--- src/rtl/pet_io_bridge_if.sv ---
// CPU-side and peripheral-side signal bundle for the PET I/O bridge.
// The slave modport is the bridge's view; master is the CPU/peripheral side.
interface pet_io_bridge_if #(
  parameter int unsigned NCHAN  = 4,
  parameter int unsigned ADDR_W = 11,
  parameter int unsigned DATA_W = 8
);
  logic                    cpu_req;
  logic                    cpu_we;
  logic [ADDR_W-1:0]       cpu_addr;
  logic [DATA_W-1:0]       cpu_din;
  logic [DATA_W-1:0]       cpu_dout;
  logic                    cpu_ack;
  logic [NCHAN-1:0]        ch_strobe;
  logic                    ch_we;
  logic [3:0]              ch_addr;
  logic [DATA_W-1:0]       ch_wdata;
  logic [NCHAN*DATA_W-1:0] ch_rdata;
  logic [NCHAN-1:0]        ch_ack;
  logic [NCHAN-1:0]        ch_irq;
  logic                    irq;

  modport slave (
    input  cpu_req, cpu_we, cpu_addr, cpu_din, ch_rdata, ch_ack, ch_irq,
    output cpu_dout, cpu_ack, ch_strobe, ch_we, ch_addr, ch_wdata, irq
  );

  modport master (
    output cpu_req, cpu_we, cpu_addr, cpu_din, ch_rdata, ch_ack, ch_irq,
    input  cpu_dout, cpu_ack, ch_strobe, ch_we, ch_addr, ch_wdata, irq
  );
endinterface

--- src/rtl/pet_io_bridge.sv ---
// PET I/O window bridge: decodes CPU accesses onto peripheral channels with a
// strobe/ack handshake and timeout, and aggregates channel IRQs via mask/pend/edge regs.
module pet_io_bridge #(
  parameter int unsigned               NCHAN        = 4,
  parameter int unsigned               ADDR_W       = 11,
  parameter int unsigned               DATA_W       = 8,
  parameter logic [NCHAN*ADDR_W-1:0]   CHAN_BASE    = {11'h040, 11'h020, 11'h010, 11'h008},
  parameter logic [NCHAN*ADDR_W-1:0]   CHAN_MASK    = {11'h7F0, 11'h7FC, 11'h7FC, 11'h7FC},
  parameter logic [ADDR_W-1:0]         CTRL_BASE    = 11'h7F0,
  parameter int unsigned               TIMEOUT      = 15,
  parameter logic [DATA_W-1:0]         UNMAPPED_VAL = 8'hFF
) (
  input logic           clk,
  input logic           reset_n,
  pet_io_bridge_if.slave bus
);

  localparam int unsigned       SelW     = (NCHAN > 1) ? $clog2(NCHAN) : 1;
  localparam logic [ADDR_W-1:0] CtrlMask = ~ADDR_W'(3);

  typedef enum logic [1:0] {StIdle, StStrobe, StWait, StDone} state_e;

  state_e            state_q, state_d;
  logic [SelW-1:0]   sel_q, sel_d;
  logic              we_q, we_d;
  logic [3:0]        addr_q, addr_d;
  logic [DATA_W-1:0] wdata_q, wdata_d;
  logic [DATA_W-1:0] dout_q, dout_d;
  logic [7:0]        count_q, count_d;
  logic [NCHAN-1:0]  mask_q, mask_d, edge_q, edge_d, pend_q, pend_d, irq_prev_q;
  logic [1:0]        status_q, status_d;
  logic              irq_q;

  logic              ctrl_hit, chan_hit, ctrl_wr, timeout_set, overrun_set, ack_sel, active;
  logic [SelW-1:0]   chan_idx;
  logic [DATA_W-1:0] ctrl_rdata, rdata_sel;
  logic [NCHAN-1:0]  wr_bits, pend_clr, ch_strobe;

  // Descending scan so the lowest matching channel wins.
  always_comb begin
    ctrl_hit = (bus.cpu_addr & CtrlMask) == CTRL_BASE;
    chan_hit = 1'b0;
    chan_idx = '0;
    for (int i = NCHAN - 1; i >= 0; i--) begin
      if ((bus.cpu_addr & CHAN_MASK[i*ADDR_W +: ADDR_W]) == CHAN_BASE[i*ADDR_W +: ADDR_W]) begin
        chan_hit = 1'b1;
        chan_idx = SelW'(i);
      end
    end
  end

  assign wr_bits   = bus.cpu_din[NCHAN-1:0];
  assign ack_sel   = bus.ch_ack[sel_q];
  assign rdata_sel = bus.ch_rdata[sel_q*DATA_W +: DATA_W];

  always_comb begin
    ctrl_rdata = '0;
    case (bus.cpu_addr[1:0])
      2'd0:    ctrl_rdata[NCHAN-1:0] = mask_q;
      2'd1:    ctrl_rdata[NCHAN-1:0] = pend_q;
      2'd2:    ctrl_rdata[NCHAN-1:0] = edge_q;
      default: ctrl_rdata[1:0]       = status_q;
    endcase
  end

  always_comb begin
    state_d     = state_q;
    sel_d       = sel_q;
    we_d        = we_q;
    addr_d      = addr_q;
    wdata_d     = wdata_q;
    dout_d      = dout_q;
    count_d     = count_q;
    ctrl_wr     = 1'b0;
    timeout_set = 1'b0;
    unique case (state_q)
      StIdle: begin
        if (bus.cpu_req) begin
          if (ctrl_hit) begin
            state_d = StDone;
            ctrl_wr = bus.cpu_we;
            if (!bus.cpu_we) dout_d = ctrl_rdata;
          end else if (chan_hit) begin
            state_d = StStrobe;
            sel_d   = chan_idx;
            we_d    = bus.cpu_we;
            addr_d  = bus.cpu_addr[3:0];
            wdata_d = bus.cpu_din;
          end else begin
            state_d = StDone;
            if (!bus.cpu_we) dout_d = UNMAPPED_VAL;
          end
        end
      end
      StStrobe: begin
        count_d = '0;
        if (ack_sel) begin
          state_d = StDone;
          if (!we_q) dout_d = rdata_sel;
        end else begin
          state_d = StWait;
        end
      end
      StWait: begin
        count_d = count_q + 8'd1;
        if (ack_sel) begin
          state_d = StDone;
          if (!we_q) dout_d = rdata_sel;
        end else if (count_d == 8'(TIMEOUT)) begin
          state_d     = StDone;
          timeout_set = 1'b1;
          if (!we_q) dout_d = UNMAPPED_VAL;
        end
      end
      default: state_d = StIdle;
    endcase
  end

  assign overrun_set = bus.cpu_req && (state_q != StIdle);

  // Edge-mode pend bits: a new rising edge beats a same-cycle W1C; an EDGE switch clears.
  always_comb begin
    mask_d   = mask_q;
    edge_d   = edge_q;
    status_d = status_q;
    pend_clr = '0;
    if (ctrl_wr) begin
      case (bus.cpu_addr[1:0])
        2'd0:    mask_d   = wr_bits;
        2'd1:    pend_clr = wr_bits;
        2'd2:    edge_d   = wr_bits;
        default: status_d = status_q & ~bus.cpu_din[1:0];
      endcase
    end
    status_d = status_d | {overrun_set, timeout_set};
    pend_d   = pend_q;
    for (int i = 0; i < NCHAN; i++) begin
      if (edge_q[i]) begin
        pend_d[i] = (bus.ch_irq[i] & ~irq_prev_q[i]) | (pend_q[i] & ~pend_clr[i]);
      end else begin
        pend_d[i] = bus.ch_irq[i];
      end
    end
    pend_d = pend_d & ~(edge_d ^ edge_q);
  end

  always_ff @(posedge clk or negedge reset_n) begin
    if (!reset_n) begin
      state_q    <= StIdle;
      sel_q      <= '0;
      we_q       <= 1'b0;
      addr_q     <= '0;
      wdata_q    <= '0;
      dout_q     <= '0;
      count_q    <= '0;
      mask_q     <= '0;
      edge_q     <= '0;
      pend_q     <= '0;
      irq_prev_q <= '0;
      status_q   <= '0;
      irq_q      <= 1'b0;
    end else begin
      state_q    <= state_d;
      sel_q      <= sel_d;
      we_q       <= we_d;
      addr_q     <= addr_d;
      wdata_q    <= wdata_d;
      dout_q     <= dout_d;
      count_q    <= count_d;
      mask_q     <= mask_d;
      edge_q     <= edge_d;
      pend_q     <= pend_d;
      irq_prev_q <= bus.ch_irq;
      status_q   <= status_d;
      irq_q      <= |(pend_q & mask_q);
    end
  end

  always_comb begin
    ch_strobe = '0;
    if (state_q == StStrobe) ch_strobe[sel_q] = 1'b1;
  end

  assign active        = (state_q == StStrobe) || (state_q == StWait);
  assign bus.ch_strobe = ch_strobe;
  assign bus.ch_we     = active & we_q;
  assign bus.ch_addr   = active ? addr_q : 4'h0;
  assign bus.ch_wdata  = active ? wdata_q : '0;
  assign bus.cpu_ack   = (state_q == StDone);
  assign bus.cpu_dout  = dout_q;
  assign bus.irq       = irq_q;

endmodule

--- src/flat_wrapper.sv ---
// flat-port wrapper written by rule: the top's interface ports become plain ports
module pet_io_bridge_flat 
#(
  parameter int unsigned               NCHAN        = 4,
  parameter int unsigned               ADDR_W       = 11,
  parameter int unsigned               DATA_W       = 8,
  parameter logic [NCHAN*ADDR_W-1:0]   CHAN_BASE    = {11'h040, 11'h020, 11'h010, 11'h008},
  parameter logic [NCHAN*ADDR_W-1:0]   CHAN_MASK    = {11'h7F0, 11'h7FC, 11'h7FC, 11'h7FC},
  parameter logic [ADDR_W-1:0]         CTRL_BASE    = 11'h7F0,
  parameter int unsigned               TIMEOUT      = 15,
  parameter logic [DATA_W-1:0]         UNMAPPED_VAL = 8'hFF
)
  (clk, reset_n, bus_cpu_req, bus_cpu_we, bus_cpu_addr, bus_cpu_din, bus_ch_rdata, bus_ch_ack, bus_ch_irq, bus_cpu_dout, bus_cpu_ack, bus_ch_strobe, bus_ch_we, bus_ch_addr, bus_ch_wdata, bus_irq);
  pet_io_bridge_if #(.NCHAN(NCHAN), .ADDR_W(ADDR_W), .DATA_W(DATA_W)) bus_i ();
  input logic clk;
  input logic reset_n;
  input wire logic [$bits(bus_i.cpu_req)-1:0] bus_cpu_req;
  input wire logic [$bits(bus_i.cpu_we)-1:0] bus_cpu_we;
  input wire logic [$bits(bus_i.cpu_addr)-1:0] bus_cpu_addr;
  input wire logic [$bits(bus_i.cpu_din)-1:0] bus_cpu_din;
  input wire logic [$bits(bus_i.ch_rdata)-1:0] bus_ch_rdata;
  input wire logic [$bits(bus_i.ch_ack)-1:0] bus_ch_ack;
  input wire logic [$bits(bus_i.ch_irq)-1:0] bus_ch_irq;
  output wire logic [$bits(bus_i.cpu_dout)-1:0] bus_cpu_dout;
  output wire logic [$bits(bus_i.cpu_ack)-1:0] bus_cpu_ack;
  output wire logic [$bits(bus_i.ch_strobe)-1:0] bus_ch_strobe;
  output wire logic [$bits(bus_i.ch_we)-1:0] bus_ch_we;
  output wire logic [$bits(bus_i.ch_addr)-1:0] bus_ch_addr;
  output wire logic [$bits(bus_i.ch_wdata)-1:0] bus_ch_wdata;
  output wire logic [$bits(bus_i.irq)-1:0] bus_irq;
  assign bus_i.cpu_req = bus_cpu_req;
  assign bus_i.cpu_we = bus_cpu_we;
  assign bus_i.cpu_addr = bus_cpu_addr;
  assign bus_i.cpu_din = bus_cpu_din;
  assign bus_i.ch_rdata = bus_ch_rdata;
  assign bus_i.ch_ack = bus_ch_ack;
  assign bus_i.ch_irq = bus_ch_irq;
  assign bus_cpu_dout = bus_i.cpu_dout;
  assign bus_cpu_ack = bus_i.cpu_ack;
  assign bus_ch_strobe = bus_i.ch_strobe;
  assign bus_ch_we = bus_i.ch_we;
  assign bus_ch_addr = bus_i.ch_addr;
  assign bus_ch_wdata = bus_i.ch_wdata;
  assign bus_irq = bus_i.irq;
  pet_io_bridge #(.NCHAN(NCHAN), .ADDR_W(ADDR_W), .DATA_W(DATA_W), .CHAN_BASE(CHAN_BASE), .CHAN_MASK(CHAN_MASK), .CTRL_BASE(CTRL_BASE), .TIMEOUT(TIMEOUT), .UNMAPPED_VAL(UNMAPPED_VAL)) u_core (.clk(clk), .reset_n(reset_n), .bus(bus_i));
endmodule
--- config.mk ---
export PLATFORM = sky130hd
export DESIGN_NAME = pet_io_bridge_flat
export DESIGN_NICKNAME = d
export VERILOG_FILES = /design/src/rtl/pet_io_bridge_if.sv /design/src/rtl/pet_io_bridge.sv /design/src/flat_wrapper.sv
export SDC_FILE = /design/constraint.sdc
export NUM_CORES = 1
export LEC_CHECK = 0
export CAP_MARGIN = 20
export CELL_PAD_IN_SITES_DETAIL_PLACEMENT = 0
export CELL_PAD_IN_SITES_GLOBAL_PLACEMENT = 1
export CORE_ASPECT_RATIO = 0.8
export CORE_MARGIN = 2
export CORE_UTILIZATION = 33
export DETAILED_ROUTE_END_ITERATION = 16
export PLACE_DENSITY = 0.77
export SLEW_MARGIN = 0
export SYNTH_ARGS = -nofsm -noshare
export SYNTH_HDL_FRONTEND = slang
export SYNTH_SLANG_ARGS = --single-unit
--- constraint.sdc ---
create_clock -name clk -period 2.19 [get_ports clk]
set_input_delay 0.219 -clock clk [delete_from_list [all_inputs] [get_ports clk]]
set_output_delay 0.219 -clock clk [all_outputs]
set_load 0.02 [all_outputs]
==> metrics.md <==
| Metric | Value |
|---|---|
| Outcome | finished with violations |
| Failing checks | setup timing |
| Prevailing post-synth register cell | dfrtp_1 |
| Setup WS pre-CTS | -0.385 ns |
| Synth Cell Area | 3100 sq um |
| Clk sinks | 52 |
| Layout cells sized above 1 | 0.255 |
| Finished Layout Cells | 550 |
| Starting Density | 0.342 |
| Setup slack on the worst flop-to-flop path | -0.16 ns |
| RePlAce Congestion | between 0.8 and 0.9 |
| Port Buffers | 89 |
| Die X | 112 microns |
| WL/cell | between 15 and 20 microns |
| Worst Setup Start Kind | flip-flop |
| Period utilization | 1.07 |
| Hold buffers post-CTS | 0 |
| Post-synth ARST share | 1.00 |
| Initial antenna violation count | 0 |
| Row cnt | 31 |
| CP arrival | 2.51 ns |
| Yosys reg bits | 52 |
| GR Overflow Total | 0 |
| Clock insertion delay at the later pin of the skew report | between 0.2 and 0.3 ns |
| Final setup viols | 8 |
| Core area | roughly 9000 sq um |
| PnR worst setup slack | -0.155 ns |
| Busiest grt layer | met2 |
| Die height | 90.7 microns |
| Number of synthesized flops with an enable pin | 0 |
| GRT Total Usage | 0.176 |
| Drt drc | 0 |
| Vias in the first global route | 2940 |
| Inserted Clock Buffers | 5 |
| Worst path cell trace | nand3_2 -> or4_4 -> a211oi_4 -> o221ai_2 -> nor4b_4 -> buf_6 -> mux2_2 |
| Synth area leaders | dfrtp_1, mux2_2, mux4_2 |
| Nets@finish | approximately 500 |
| Min-delay worst type | in2async |
| RSZ-0062 raised after global routing | true |
| Area Overhead vs Synth | 51.4% |
| CTS Buffer Depth | 2 |
| Net Sw Power | 1460 uW |
| Initial DRC Count | between 100 and 150 |
| Area share of the largest cell type after synthesis | 0.420 |
| Fmax | 0.426 GHz |
| Leakage | 0.00217 uW |
| Mean Syn Cell Area | 10.4 sq um |
| Power, Total | 4100 uW |
| CTS tree | built |
| Clk pwr share | 0.193 |
| Syn_nets | 368 |
| Worst vdd ir | between 0.5 and 0.6 mV |
| Layout Skew | 0.00217 ns |
| Critical path type | reg2reg |
| Htree depth | 2 |
| Diodes inserted | 0 |
| R2r endpoint | u_core.bus.cpu_dout[5] |
| CTS clk-pin slew, worst paths | 0.07 ns |
| Largest net degree at the start of global routing | 37 |
| Critical path's slowest cell | or4_4 |
| Worst slew pin tran | 0.865 ns |
| Max Cap Viol | 0 |
| Met2 Resource Use GR | 0.293 |
| ANT nets after route | 0 |
| Minimum clock period | ~2.3 ns |
| IO Pins | 90 |
| Power Internal | approximately 2600 uW |
| R2r worst-path depth | 7 |
| First-pass GRT wire length | about 15000 microns |
| Largest area contributor in the netlist | dfrtp_1 |
| Part of the power in combinational logic | 0.507 |
| Placed Cells | 537 |
| DIE AREA | 10200 sq um |
| Via Count | 2807 |
| Critical path endpoint category | flip-flop |
| Final slew viol count | 0 |
| Most frequent cells in the layout | clkdlybuf4s50_1, dfrtp_1, buf_4 |
| CP max stage delay | ~0.5 ns |
| HPWL Detailed | 6580 microns |
| Req. time, crit path | 2.36 ns |
| Worst r2r src | u_core.count_q[0] |
| CP max FO | 8 |
| Post-synthesis sequential area ratio | 0.420 |
| Final Hold Fails | 0 |
| Cells after Synth | 299 |
| DRT Pass-1 Iters | 4 |
| Met1 Resource Use GR | 0.243 |
| Ys Warns | 0 |
| Root Buffer | clkbuf_16 |
| Unique masters post-synth | 50 |
| Via/cell ratio | 5.10 |
| Pwr/cell area | around 870 nW/um^2 |
| Seq pwr share | 0.300 |
| Met3 Usage GRT | 0.0295 |
| Sw Share | 0.356 |
| Slew HR | 0.424 |
| Most common cell after layout, fill and taps aside | clkdlybuf4s50_1 |
| Routed WL | around 8800 microns |
[synth_stat cells, types with 2 or more instances]
cell,number
a211oi_1,10
buf_2,2
clkbuf_1,9
o22ai_1,5
o221ai_1,2
o21ai_0,16
a32o_1,2
nor2b_1,9
nor3_1,3
nand2_1,30
mux4_2,11
a22oi_1,2
xor2_1,3
a211o_1,3
o2111ai_1,6
and3_1,2
nor4_1,4
a21oi_1,6
mux2_2,24
or4_1,2
inv_1,20
ha_1,6
and2_1,14
o31ai_1,3
nor2_1,14
mux2i_1,5
o21a_1,2
dfrtp_1,52
nand4_1,3
nand3_1,9
[flip-flops by register name, summed over array words and instances, names as in the netlist, 2 cells and up]
register and cells:
u_core.addr_q 4, u_core.bus.cpu_dout 8, u_core.count_q 8, u_core.edge_q 4, u_core.irq_prev_q 4, u_core.mask_q 4, u_core.pend_q 4, u_core.sel_q 2
u_core.state_q 2, u_core.status_q 2, u_core.wdata_q 8
[metrics by stage]
stage / utilization / setup TNS, ns / hold WS, ns / area, sq um
2_1_floorplan: - / -1.25 / -0.0766 / 3110
3_3_place_gp: 0.489 / -9.33 / 0.364 / 4440
3_5_place_dp: 0.489 / -10.48 / 0.372 / 4440
4_1_cts: 0.510 / -1.75 / 0.0655 / 4630
5_1_grt: 0.517 / -1.83 / 0.115 / 4690
6_report: 0.517 / -1.16 / 0.0438 / 4690
[worst max-delay path by stage]
| stage | cells past startpoint | startpoint | slack [ns] | to |
|---|---|---|---|---|
| 2_1_floorplan | 6 | u_core.count_q[2] | -0.16 | u_core.bus.cpu_dout[0] |
| 3_3_place_gp | 8 | bus_cpu_addr[3] | -0.37 | u_core.pend_q[1] |
| 3_5_place_dp | 8 | bus_cpu_addr[3] | -0.39 | u_core.pend_q[3] |
| 4_1_cts | 7 | u_core.count_q[0] | -0.23 | u_core.bus.cpu_dout[5] |
| 5_1_grt | 7 | u_core.count_q[0] | -0.24 | u_core.bus.cpu_dout[5] |
| 6_report | 7 | u_core.count_q[0] | -0.16 | u_core.bus.cpu_dout[5] |
[logic make-up after synthesis]
kind of cell,Yosys count,share of synthesized area
adder cells (fa/ha/maj),6,0.0242
AND/OR/NAND/NOR,98,0.167
buffers and inverters,34,0.0464
multiplexers,40,0.183
XOR/XNOR,4,0.0113
AO/OA/AOI/OAI,65,0.148
flip-flops,52,0.420
[layout make-up]
class                   count  area, sq um
clock inverters             1         8.76
well taps                 115          144
fillers                   852         4380
inverters                  20         75.1
flip-flops and latches     52         1300
multi-input cells         213         1720
clock buffers               6          139
repair buffers            143         1310
[layer usage]
layer | vias up | share of wire
met5 | - | 0
met4 | 0 | 0.0077
met3 | 7 | 0.040
met2 | 70 | 0.46
met1 | 1361 | 0.49
li1 | 1369 | -
[power groups by stage]
| stage | clock network (uW) | registers, uW | logic [uW] |
|---|---|---|---|
| after floorplan | 0 | 1330 | 996 |
| after global placement | 0 | 1250 | 1950 |
| after detailed placement | 0 | 1250 | 2000 |
| after CTS | 809 | 1230 | 2040 |
| after global routing | 843 | 1250 | 2260 |
| final | 791 | 1230 | 2080 |
[repair_timing]
item,in CTS,in global routing
resized for setup,20,13
endpoints found under the setup margin,37,28
setup buffers,3,2
pin swaps,3,5
cloned,0,1
[critical path: cells and delay by family (launching register included)]
kind / cells / cell delay, ns
compound gates: 2 / 0.49
flops: 1 / 0.39
buf+inv: 1 / 0.18
mux: 1 / 0.34
simple gates: 3 / 0.84
(Power assumes the default switching activity.)
